<file path="config.mk">
export PLATFORM = sky130hd
export DESIGN_NAME = lcb_rx_framer
export DESIGN_NICKNAME = d
export VERILOG_FILES = /design/src/rtl/lcb_rx_framer.sv
export SDC_FILE = /design/constraint.sdc
export NUM_CORES = 1
export LEC_CHECK = 0
export ABC_AREA = 1
export CAP_MARGIN = 25
export CORE_MARGIN = 1.5
export CORE_UTILIZATION = 53
export CTS_BUF_LIST = sky130_fd_sc_hd__clkbuf_4 sky130_fd_sc_hd__clkbuf_8
export CTS_CLUSTER_SIZE = 8
export DETAILED_ROUTE_END_ITERATION = 8
export PLACE_DENSITY = 0.78
export SYNTH_ARGS = -nofsm -noshare
export SYNTH_HDL_FRONTEND = slang
export SYNTH_SLANG_ARGS = --single-unit
</file>
<file path="constraint.sdc">
create_clock -name clk -period 1.8 [get_ports clk]
set_input_delay 0.36 -clock clk [delete_from_list [all_inputs] [get_ports clk]]
set_output_delay 0.36 -clock clk [all_outputs]
set_load 0.01 [all_outputs]
</file>
<file path="src/rtl/lcb_rx_framer.sv">
// lcb_rx_framer: collects one LCB response from a UART_RX byte stream into a
// BYTES-deep buffer. A packet is armed by iStart and closed by a line-idle gap.
// Short or missing responses are padded with FILL_BYTE so every completed
// packet produces exactly BYTES writes (addresses 0..BYTES-1) and one oDone.
//
// Ports:
//   clk, rst         clock, asynchronous active-high reset
//   iStart           one-cycle arm pulse (aborts and restarts any packet)
//   iValid, iData    byte strobe and byte from UART_RX
//   oWrAdr/oWrData/oWE  registered buffer write port (1 clk latency)
//   oDone            one-cycle pulse once the buffer holds BYTES entries
//   oBusy            high whenever the framer is not idle
//   oCount           real bytes accepted this packet (saturates at BYTES)
//   oErrShort/oErrTimeout/oErrOverflow  sticky error flags, cleared by iStart
module lcb_rx_framer #(
   parameter int unsigned BYTES       = 32,
   parameter int unsigned AW          = 5,
   parameter int unsigned GAP_CYC     = 800,
   parameter int unsigned TIMEOUT_CYC = 80000,
   parameter logic [7:0]  FILL_BYTE   = 8'h00
) (
   input  logic          clk,
   input  logic          rst,
   input  logic          iStart,
   input  logic          iValid,
   input  logic [7:0]    iData,
   output logic [AW-1:0] oWrAdr,
   output logic [7:0]    oWrData,
   output logic          oWE,
   output logic          oDone,
   output logic          oBusy,
   output logic [AW:0]   oCount,
   output logic          oErrShort,
   output logic          oErrTimeout,
   output logic          oErrOverflow
);

   localparam int unsigned CW = AW + 1;
   localparam int unsigned TW = $clog2(TIMEOUT_CYC + 1);
   localparam int unsigned GW = $clog2(GAP_CYC + 1);

   typedef enum logic [2:0] {
      S_IDLE,
      S_WAIT_FIRST,
      S_RECV,
      S_FILL,
      S_DONE
   } state_t;

   state_t        state;
   logic [TW-1:0] tcnt;   // cycles since arm, waiting for the first byte
   logic [GW-1:0] gcnt;   // idle cycles since the last byte
   logic [CW-1:0] fptr;   // next fill address; one wider so BYTES==2^AW can be reached

   // Packet FSM with registered write port and status outputs.
   always_ff @(posedge clk or posedge rst) begin
      if (rst) begin
         state        <= S_IDLE;
         tcnt         <= '0;
         gcnt         <= '0;
         fptr         <= '0;
         oWrAdr       <= '0;
         oWrData      <= '0;
         oWE          <= 1'b0;
         oDone        <= 1'b0;
         oBusy        <= 1'b0;
         oCount       <= '0;
         oErrShort    <= 1'b0;
         oErrTimeout  <= 1'b0;
         oErrOverflow <= 1'b0;
      end else begin
         oWE   <= 1'b0;
         oDone <= 1'b0;
         // Arm/abort has priority over everything, including a coincident byte.
         if (iStart) begin
            state        <= S_WAIT_FIRST;
            oBusy        <= 1'b1;
            oCount       <= '0;
            tcnt         <= '0;
            gcnt         <= '0;
            fptr         <= '0;
            oErrShort    <= 1'b0;
            oErrTimeout  <= 1'b0;
            oErrOverflow <= 1'b0;
         end else begin
            case (state)
               S_IDLE: begin
               end
               S_WAIT_FIRST: begin
                  if (iValid) begin
                     oWE     <= 1'b1;
                     oWrAdr  <= '0;
                     oWrData <= iData;
                     oCount  <= CW'(1);
                     state   <= S_RECV;
                  end else if (tcnt == TW'(TIMEOUT_CYC - 1)) begin
                     oErrTimeout <= 1'b1;
                     fptr        <= '0;
                     state       <= S_FILL;
                  end else begin
                     tcnt <= tcnt + TW'(1);
                  end
               end
               S_RECV: begin
                  if (iValid) begin
                     gcnt <= '0;
                     if (oCount < CW'(BYTES)) begin
                        oWE     <= 1'b1;
                        oWrAdr  <= AW'(oCount);
                        oWrData <= iData;
                        oCount  <= oCount + CW'(1);
                     end else begin
                        oErrOverflow <= 1'b1;
                     end
                  end else if (gcnt == GW'(GAP_CYC - 1)) begin
                     if (oCount == CW'(BYTES)) begin
                        oDone <= 1'b1;
                        state <= S_DONE;
                     end else begin
                        oErrShort <= 1'b1;
                        fptr      <= oCount;
                        state     <= S_FILL;
                     end
                  end else begin
                     gcnt <= gcnt + GW'(1);
                  end
               end
               S_FILL: begin
                  // One pad write per cycle; done follows the cycle after the last write.
                  if (fptr == CW'(BYTES)) begin
                     oDone <= 1'b1;
                     state <= S_DONE;
                  end else begin
                     oWE     <= 1'b1;
                     oWrAdr  <= AW'(fptr);
                     oWrData <= FILL_BYTE;
                     fptr    <= fptr + CW'(1);
                  end
               end
               S_DONE: begin
                  oBusy <= 1'b0;
                  state <= S_IDLE;
               end
               default: begin
                  oBusy <= 1'b0;
                  state <= S_IDLE;
               end
            endcase
         end
      end
   end

endmodule

</file>
== After elaboration in Yosys (flattened, before gate mapping) ==
Index checks and enable logic that the tools add are counted.

* Register bits after elaboration: 61

* $add $sub $neg: 4
* Muxes and demuxes: 66
* Bitwise logic cells: 1
* $lt $le $gt $ge: 1
* Reductions and logical operators: 19
* Equal/unequal tests: 29

{| class="wikitable"
|+ Operator list
! operator !! number
|-
| 2-to-1 mux 17 bit || 4
|-
| 2-to-1 mux 6 bit || 11
|-
| 2-to-1 mux 10 bit || 4
|-
| != test 3 bit, second input constant || 11
|-
| 2-to-1 mux 8 bit || 4
|-
| 2-to-1 mux 1 bit || 25
|-
| one-hot mux 8 bit (3 select lines) || 1
|-
| 2-to-1 mux 3 bit || 7
|-
| 2-to-1 mux 5 bit || 4
|-
| != test 2 bit, second input constant || 9
|-
| one-hot mux 6 bit (3 select lines) || 1
|-
| adder 17 x 1 -> 17 bit, second input constant || 1
|-
| equality test 17 bit, second input constant || 1
|-
| one-hot mux 5 bit (3 select lines) || 1
|-
| adder 6 x 1 -> 6 bit, second input constant || 2
|-
| equality test 6 bit, second input constant || 2
|-
| one-hot mux 3 bit (4 select lines) || 1
|-
| one-hot mux 6 bit (2 select lines) || 1
|-
| adder 10 x 1 -> 10 bit, second input constant || 1
|-
| equality test 10 bit, second input constant || 1
|-
| nonzero test 2 bit || 5
|-
| AND reduction 3 bit || 3
|-
| AND reduction 4 bit || 2
|-
| AND reduction 7 bit || 1
|-
| other kinds (15) || 17
|}

== Depth between registers and ports, before layout ==
Gate-level depths: netlist of the first run.

* Depth in word-level cells: 6
* Mapped depth: 13

== Worst setup path after synthesis of the first run ==
OpenSTA, ideal clock, no wires.

* Path kind: reg2reg
* Start point: register gcnt[0]
* End point: register fptr[2]
* Stages on the path, launching flop included: 9
* Clock period less this slack: 1.620 ns
* Library setup time: 0.117 ns
* Path buffers: 0
* Setup slack: 0.180 ns
* Arrival time: 1.503 ns
* Data required time: 1.683 ns
* Cell sequence: dfrtp_1 ha_1 nand2_1 nor2_1 nand3_1 a21oi_2 nand2_4 nand2_1 nand2_1

* Word-level cells in the longest chain between the ends: 3

{| class="wikitable"
|+ RTL lines
! item !! RTL line !! source
|-
| start: declaration || 52 || <nowiki>logic [GW-1:0] gcnt;</nowiki>
|-
| start signal: assignment || 125 || <nowiki>gcnt <= gcnt + GW'(1);</nowiki>
|-
| equality test 10 bit || 115 || <nowiki>end else if (gcnt == GW'(GAP_CYC - 1)) begin</nowiki>
|-
| != test 3 bit (no line) || -- ||
|-
| AND reduction 7 bit (no line) || -- ||
|-
| end signal: assignment || 121 || <nowiki>fptr <= oCount;</nowiki>
|-
| end signal: assignment || 137 || <nowiki>fptr <= fptr + CW'(1);</nowiki>
|-
| end: declaration || 53 || <nowiki>logic [CW-1:0] fptr;</nowiki>
|}

No other way between the ends.
A chain may end at the register's enable or synchronous reset.

== Worst setup path after layout of the first run ==
* Start point: register oCount[4]
* End point: output port oCount[4]

{| class="wikitable"
|+ RTL lines
! item !! RTL line !! source
|-
| start: declaration || 32 || <nowiki>output logic [AW:0] oCount,</nowiki>
|-
| start signal: assignment || 111 || <nowiki>oCount <= oCount + CW'(1);</nowiki>
|}

No word-level cell between the ends.

==> results of run 1 <==
placed cells by master (no fill, tap or decap), drive strengths merged:
cell type and count:
o21ai 40, o21bai 3, or2 1, bufinv 1, o21a 5, a22oi 1
xnor2 1, o211ai 2, xor2 13, nand3b 1, nand4 13, nand2 147
inv 47, ha 6, dfrtp 61, buf 33, clkinvlp 2, o22ai 3
nand3 42, a21oi 11, clkinv 3, a21o 1, clkbuf 11, nor2 50
nor3 14, clkdlybuf4s50 36
through the flow:
step                      worst slack [ns]  hold slack, ns  TNS, ns  instances
after floorplan                      0.180           0.472        0        475
after global placement              -0.115           0.462    -2.64        607
after detailed placement            -0.158           0.473    -4.51        607
after CTS                           0.0203           0.457        0        622
after global routing              -0.00905           0.495  -0.0236        625
final                               0.0514           0.441        0        625
power by group through the flow:
stage,Sequential [mW],Combinational (mW),Clock (mW)
finish,1.65,1.44,1.24
global route,1.66,1.58,1.32
CTS,1.65,1.38,1.26
detailed placement,1.67,1.36,0
global placement,1.66,1.33,0
floorplan,1.73,0.819,0
routing by layer:
metal	vias up	wire (um)	track usage, %
met4	0	191	9.54
li1	1680	-	-
met3	21	525	5.16
met1	1569	3750	32.1
met5	-	0	0
met2	120	4340	43.2
final timing paths:
path / from / endpoint / slack, ns
min in group clk: oWrData[4] / oWrData[4] / 0.49
worst min-delay path: rst / gcnt[3] / 0.44
worst max register to register: state[2] / oWrAdr[0] / 0.12
worst min register to register: oWrData[4] / oWrData[4] / 0.49
worst max-delay path: oCount[4] / oCount[4] / 0.05
max in group asynchronous: rst / oCount[2] / 1.09
registers in the layout (all words and copies together), names as in the netlist, 3 cells and up:
| signal | flops |
|---|---|
| tcnt | 17 |
| gcnt | 10 |
| oWrData | 8 |
| fptr | 6 |
| oCount | 6 |
| oWrAdr | 5 |
| state | 3 |
layout make-up:
class	count	area [um^2]	share of cell area [%]
Multi-Input combinational cell	354	1810	40.7
Clock buffer	11	151	3.41
Tap cell	77	96.3	2.17
Inverter	49	193	4.34
Sequential cell	61	1530	34.4
Timing Repair Buffer	69	621	14.0
Clock inverter	4	47.5	1.07
cells by family (layout without fill, tap and decap cells):
| group | after synthesis | in the layout | share of synthesized area (%) |
|---|---|---|---|
| fa+ha+maj | 6 | 6 | 2.10 |
| flops | 61 | 61 | 42.7 |
| buf+inv | 61 | 133 | 7.66 |
| xor+xnor | 14 | 14 | 3.43 |
| simple gates | 267 | 268 | 33.5 |
| compound gates | 66 | 66 | 10.6 |
what timing repair did:
action | 4_1_cts | 5_1_grt
gates cloned | 0 | 1
gates resized for setup | 1 | 6
pin swaps | 0 | 4
endpoints found under the setup margin | 1 | 37
setup buffers | 0 | 2
==> results.json, run 1 <==
{
  "clock_pin_slew_worst_setup_and_hold_paths_ns": 0.06,
  "postPlaceCellArea_um2": 4200,
  "number_of_cts_inserted_buffers": 9,
  "maxCapViolations": 0,
  "row_count": 29,
  "power.ir.vdd_worst_mv": 0.548,
  "core_area_um2": 6420,
  "power.switching_mw": 1.53,
  "number_of_nets_in_the_layout": 562,
  "design.portCount": 37,
  "cellPowerDensity_nw_per_um2": 975,
  "gr-usage-all-layers_pct": 25.4,
  "worst-path-stages": 1,
  "worstPathCellList": "clkdlybuf4s50_1",
  "final_min_period_over_clock_period_pct": 97.1,
  "max_incr_delay_on_cp_ns": 0.58,
  "slew_headroom_pct": 71.0,
  "yosysMostFrequentCell": "nand2_1",
  "critical_path_class": "reg2out",
  "tritoncts": "built",
  "antenna_violating_nets_left": 0,
  "drv_slew": 0,
  "synthDominantAreaCellType": "dfrtp_1",
  "ys_seq_area_share_pct": 42.7,
  "timing.final.hold_violations": 0,
  "area_delta_synth_final_pct": 24.2,
  "worstMarginPinSlew_ns": 0.431,
  "wl_mm": 8.81,
  "synth_ff_type": "dfrtp_1",
  "failing_checks": "design-rule violations",
  "finClkSkew_ns": 0.00857,
  "via_count": 3390,
  "postSynth.asyncResetShare_pct": 100,
  "worst_r2r_path_depth": 9,
  "synth_warnings": 0,
  "cts-root-buf": "clkbuf_8",
  "gp_routability_congestion": 0.919,
  "netlist-cell-type-count": 34,
  "clock_tree.htree_level_count": 3,
  "worst_path_max_delay_cell": "clkdlybuf4s50_1",
  "drive_above_1_share_pct": 14.8,
  "cp_max_fo": 4,
  "first_global_vias": 3260,
  "first_pass_grt_wire_length_mm": 14.7,
  "cts_hold_buf": 0,
  "clk_latency_ns": 0.36,
  "end_kind": "output port",
  "insertedDiodeCount": 0,
  "p_leak_nw": 2.03,
  "drt-initial-drc-count": 289,
  "critical_path_arrival_ns": 1.39,
  "overflow": 0,
  "timing.critical_path.buf_inv": 1,
  "clk_path_buf_depth": 2,
  "filler_cell_count": 535,
  "post-layout-total-power_mw": 4.33,
  "port_buffers": 36,
  "clock.fmax_mhz": 572,
  "startpoint_type": "flop",
  "synth.net_count": 493,
  "clock_sink_count": 61,
  "die_height_um": 85.2,
  "syn_inst": 475,
  "netlist.area_leader.share_pct": 42.7,
  "switching_share_pct": 35.2,
  "setup_viol": 0,
  "stdcell_area_um2": 4440,
  "timing.hold.worst.class": "in2async",
  "route.detailed.drc": 6,
  "p_comb_share_pct": 33.3,
  "die_extent_in_x_um": 85.2,
  "die_ar_um2": 7250,
  "drt_pass1_iterations": 7,
  "seq_power_share_pct": 38.0,
  "min_period_ns": 1.75,
  "utilization_of_the_core_after_routing_pct": 69.2,
  "critical-path-top-delay-family": "buffers and inverters",
  "post_synth_main_area_contributors": "dfrtp_1, nand2_1, nand3_1, nor2_1, inv_1",
  "worstPathRequired_ns": 1.44,
  "wl_per_cell_um": 14.1,
  "floorplan.initialDensity_pct": 55.7,
  "largest_net_degree_at_the_start_of_global_routing": 62,
  "yosys_register_bits": 61,
  "yosys-top-cells-count": "nand2_1, dfrtp_1, nor2_1, inv_1, nand3_1",
  "detail_route.vias_per_cell": 5.42,
  "p_int_mw": 2.81,
  "outcome": "finished, violations left",
  "synthesis.area_um2": 3580,
  "synth-edff-count": 0,
  "syn_avg_cell_area_um2": 7.53,
  "grt_antenna_before_repair": 0,
  "pwr-share-clk_pct": 28.7,
  "hpwlAfterDp_mm": 6.20
}
Note: power is estimated with default switching activity, not from simulation.
==> run 2: changes to the inputs <==
Settings changed: SETUP_SLACK_MARGIN set to 0.15.
==> results.json, run 2 (synthesis results as in run 1) <==
{
  "outcome": "finished, violations left",
  "failing_checks": "design-rule violations",
  "cellPowerDensity_nw_per_um2": 975,
  "overflow": 0,
  "wl_mm": 9.17,
  "first_global_vias": 3367,
  "tritoncts": "built",
  "register_to_register_path_setup_slack_ns": 0.15,
  "power.ir.vdd_worst_mv": 0.544,
  "worstPathCellList": "nand2_4, nor2_4, buf_6, o211ai_1, nand2_2, nand2_4, o21ai_1",
  "slew_headroom_pct": 71.7,
  "timing.critical_path.from": "state[1]",
  "post-layout-total-power_mw": 4.58,
  "first_pass_grt_wire_length_mm": 15.1,
  "critical_path_arrival_ns": 1.89,
  "drt_pass1_iterations": 7,
  "number_of_nets_in_the_layout": 578,
  "clock.fmax_mhz": 605,
  "max_incr_delay_on_cp_ns": 0.46,
  "worstMarginPinSlew_ns": 0.419,
  "clk_path_buf_depth": 2,
  "largestRegisters": "tcnt: 17 flops, gcnt: 10 flops, oWrData: 8 flops",
  "maxCapViolations": 0,
  "finClkSkew_ns": 0.00825,
  "worstPathRequired_ns": 2.04,
  "clock_sink_count": 61,
  "drt-initial-drc-count": 294,
  "via_count": 3490,
  "grt_setup_unrepaired": "true",
  "critical_path_capture_point": "oWrData[7]",
  "min_period_ns": 1.65,
  "floorplan.initialDensity_pct": 55.7,
  "antenna_violating_nets_left": 0,
  "r2r-end": "oWrData[7]",
  "worst_path_max_delay_cell": "dfrtp_2",
  "most_frequent_standard_cell_in_the_layout_excluding_fill_and_tap_cells": "nand2_1",
  "design.portCount": 37,
  "core_area_um2": 6420,
  "clock_tree.htree_level_count": 3,
  "route.detailed.drc": 7,
  "wl_per_cell_um": 14.3,
  "die_height_um": 85.2,
  "timing.rr.start": "state[1]",
  "timing.hold.worst.class": "in2async",
  "seq_area_um2": 1530,
  "setup_viol": 0,
  "die_extent_in_x_um": 85.2,
  "p_leak_nw": 2.18,
  "placed_cells_incl_taps": 607,
  "layoutNonFillerInstCount": 641,
  "top_register": "tcnt",
  "clock_pin_slew_worst_setup_and_hold_paths_ns": 0.07,
  "cts-root-buf": "clkbuf_8",
  "port_buffers": 36,
  "largest_register_ffs": 17,
  "area_delta_synth_final_pct": 31.3,
  "multi_input_area_um2": 1940,
  "cp_max_fo": 7,
  "drive_above_1_share_pct": 22.9,
  "filler_cell_count": 488,
  "gr-usage-all-layers_pct": 26.3,
  "number_of_cts_inserted_buffers": 9,
  "worst_r2r_path_depth": 7,
  "postPlaceCellArea_um2": 4200,
  "drv_slew": 0,
  "detail_route.vias_per_cell": 5.44,
  "insertedDiodeCount": 0,
  "gp_routability_congestion": 0.919,
  "timing.final.hold_violations": 0,
  "largest_net_degree_at_the_start_of_global_routing": 62,
  "hpwlAfterDp_mm": 6.20,
  "critical_path_class": "reg2reg",
  "end_kind": "flop",
  "die_ar_um2": 7250,
  "row_count": 29,
  "clk_latency_ns": 0.35,
  "grt_antenna_before_repair": 0,
  "startpoint_type": "flop",
  "cts_hold_buf": 0,
  "fin_worst_hold_slack_ns": 0.444,
  "cp_common_cell": "nand2_4",
  "most-common-layout-cells": "nand2_1, dfrtp_1, buf_4, nor2_1, nand3_1",
  "stdcell_area_um2": 4700,
  "final_min_period_over_clock_period_pct": 91.9
}
-- run 2: cell count changes in the layout (fill, tap and decap cells not counted), moves of 6 or more --
cell,change
buf_4,+11
nand2_1,-10
nand2_2,+7
clkdlybuf4s50_1,-6
o21ai_0,-6
-- run 2: how the worst min path moves through the flow --
stage | startpoint | end | cells after the start
floorplan | rst | fptr[0] | 1
global placement | oBusy | oBusy | 2
detailed placement | oWrData[4] | oWrData[4] | 2
CTS | rst | oWrAdr[2] | 3
global route | rst | gcnt[2] | 3
finish | rst | oErrOverflow | 3
-- run 2: critical path, delay by kind of cell, from the launching register on --
family | cells | cell delay (ns)
AO/OA/AOI/OAI | 2 | 0.36
AND/OR/NAND/NOR | 4 | 0.61
buffers and inverters | 1 | 0.11
flip-flops | 1 | 0.46
-- run 2: repair_timing --
| action | CTS | global route |
|---|---|---|
| resized for setup | 14 | 48 |
| setup endpoints to repair | 46 | 50 |
| pin swaps | 6 | 12 |
| cloned | 4 | 0 |
| setup buffers | 10 | 5 |
-- run 2: power by group --
group | switching [mW] | total [mW] | leakage [nW] | internal, mW
Sequential | 0.130 | 1.66 | 0.821 | 1.53
Clock | 0.548 | 1.25 | 0.101 | 0.702
Combinational | 0.976 | 1.67 | 1.25 | 0.689
Total | 1.65 | 4.58 | 2.18 | 2.92
-- run 2: metal layers --
| layer | global-route usage, % | up-vias | share of wire (%) |
|---|---|---|---|
| li1 | - | 1719 | - |
| met1 | 32.8 | 1621 | 43 |
| met2 | 44.8 | 127 | 49 |
| met3 | 5.45 | 23 | 5.5 |
| met4 | 10.4 | 0 | 2.5 |
| met5 | 0 | - | 0 |
-- run 2: area by class of cell --
class,count,share of cell area (%)
Inverter,49,4.18
Multi-Input combinational cell,357,41.4
Tap cell,77,2.05
Sequential cell,61,32.6
Clock buffer,11,3.22
Timing Repair Buffer,82,15.5
Clock inverter,4,1.01
-- run 2: metrics by stage --
| stage | utilization, % | setup slack [ns] | setup TNS [ns] |
|---|---|---|---|
| 2_1_floorplan | - | 0.180 | 0 |
| 3_3_place_gp | 65.3 | -0.115 | -2.64 |
| 3_5_place_dp | 65.3 | -0.158 | -4.51 |
| 4_1_cts | 70.6 | 0.141 | 0 |
| 5_1_grt | 73.1 | 0.0571 | 0 |
| 6_report | 73.1 | 0.146 | 0 |
==> run 3: changes to the inputs <==
Settings changed: CAP_MARGIN 25 to not set, HOLD_SLACK_MARGIN set to 0.08, SLEW_MARGIN set to 40.
==> results of run 3 <==
The final DEF is identical to that of run 2; final timing and power are the same.
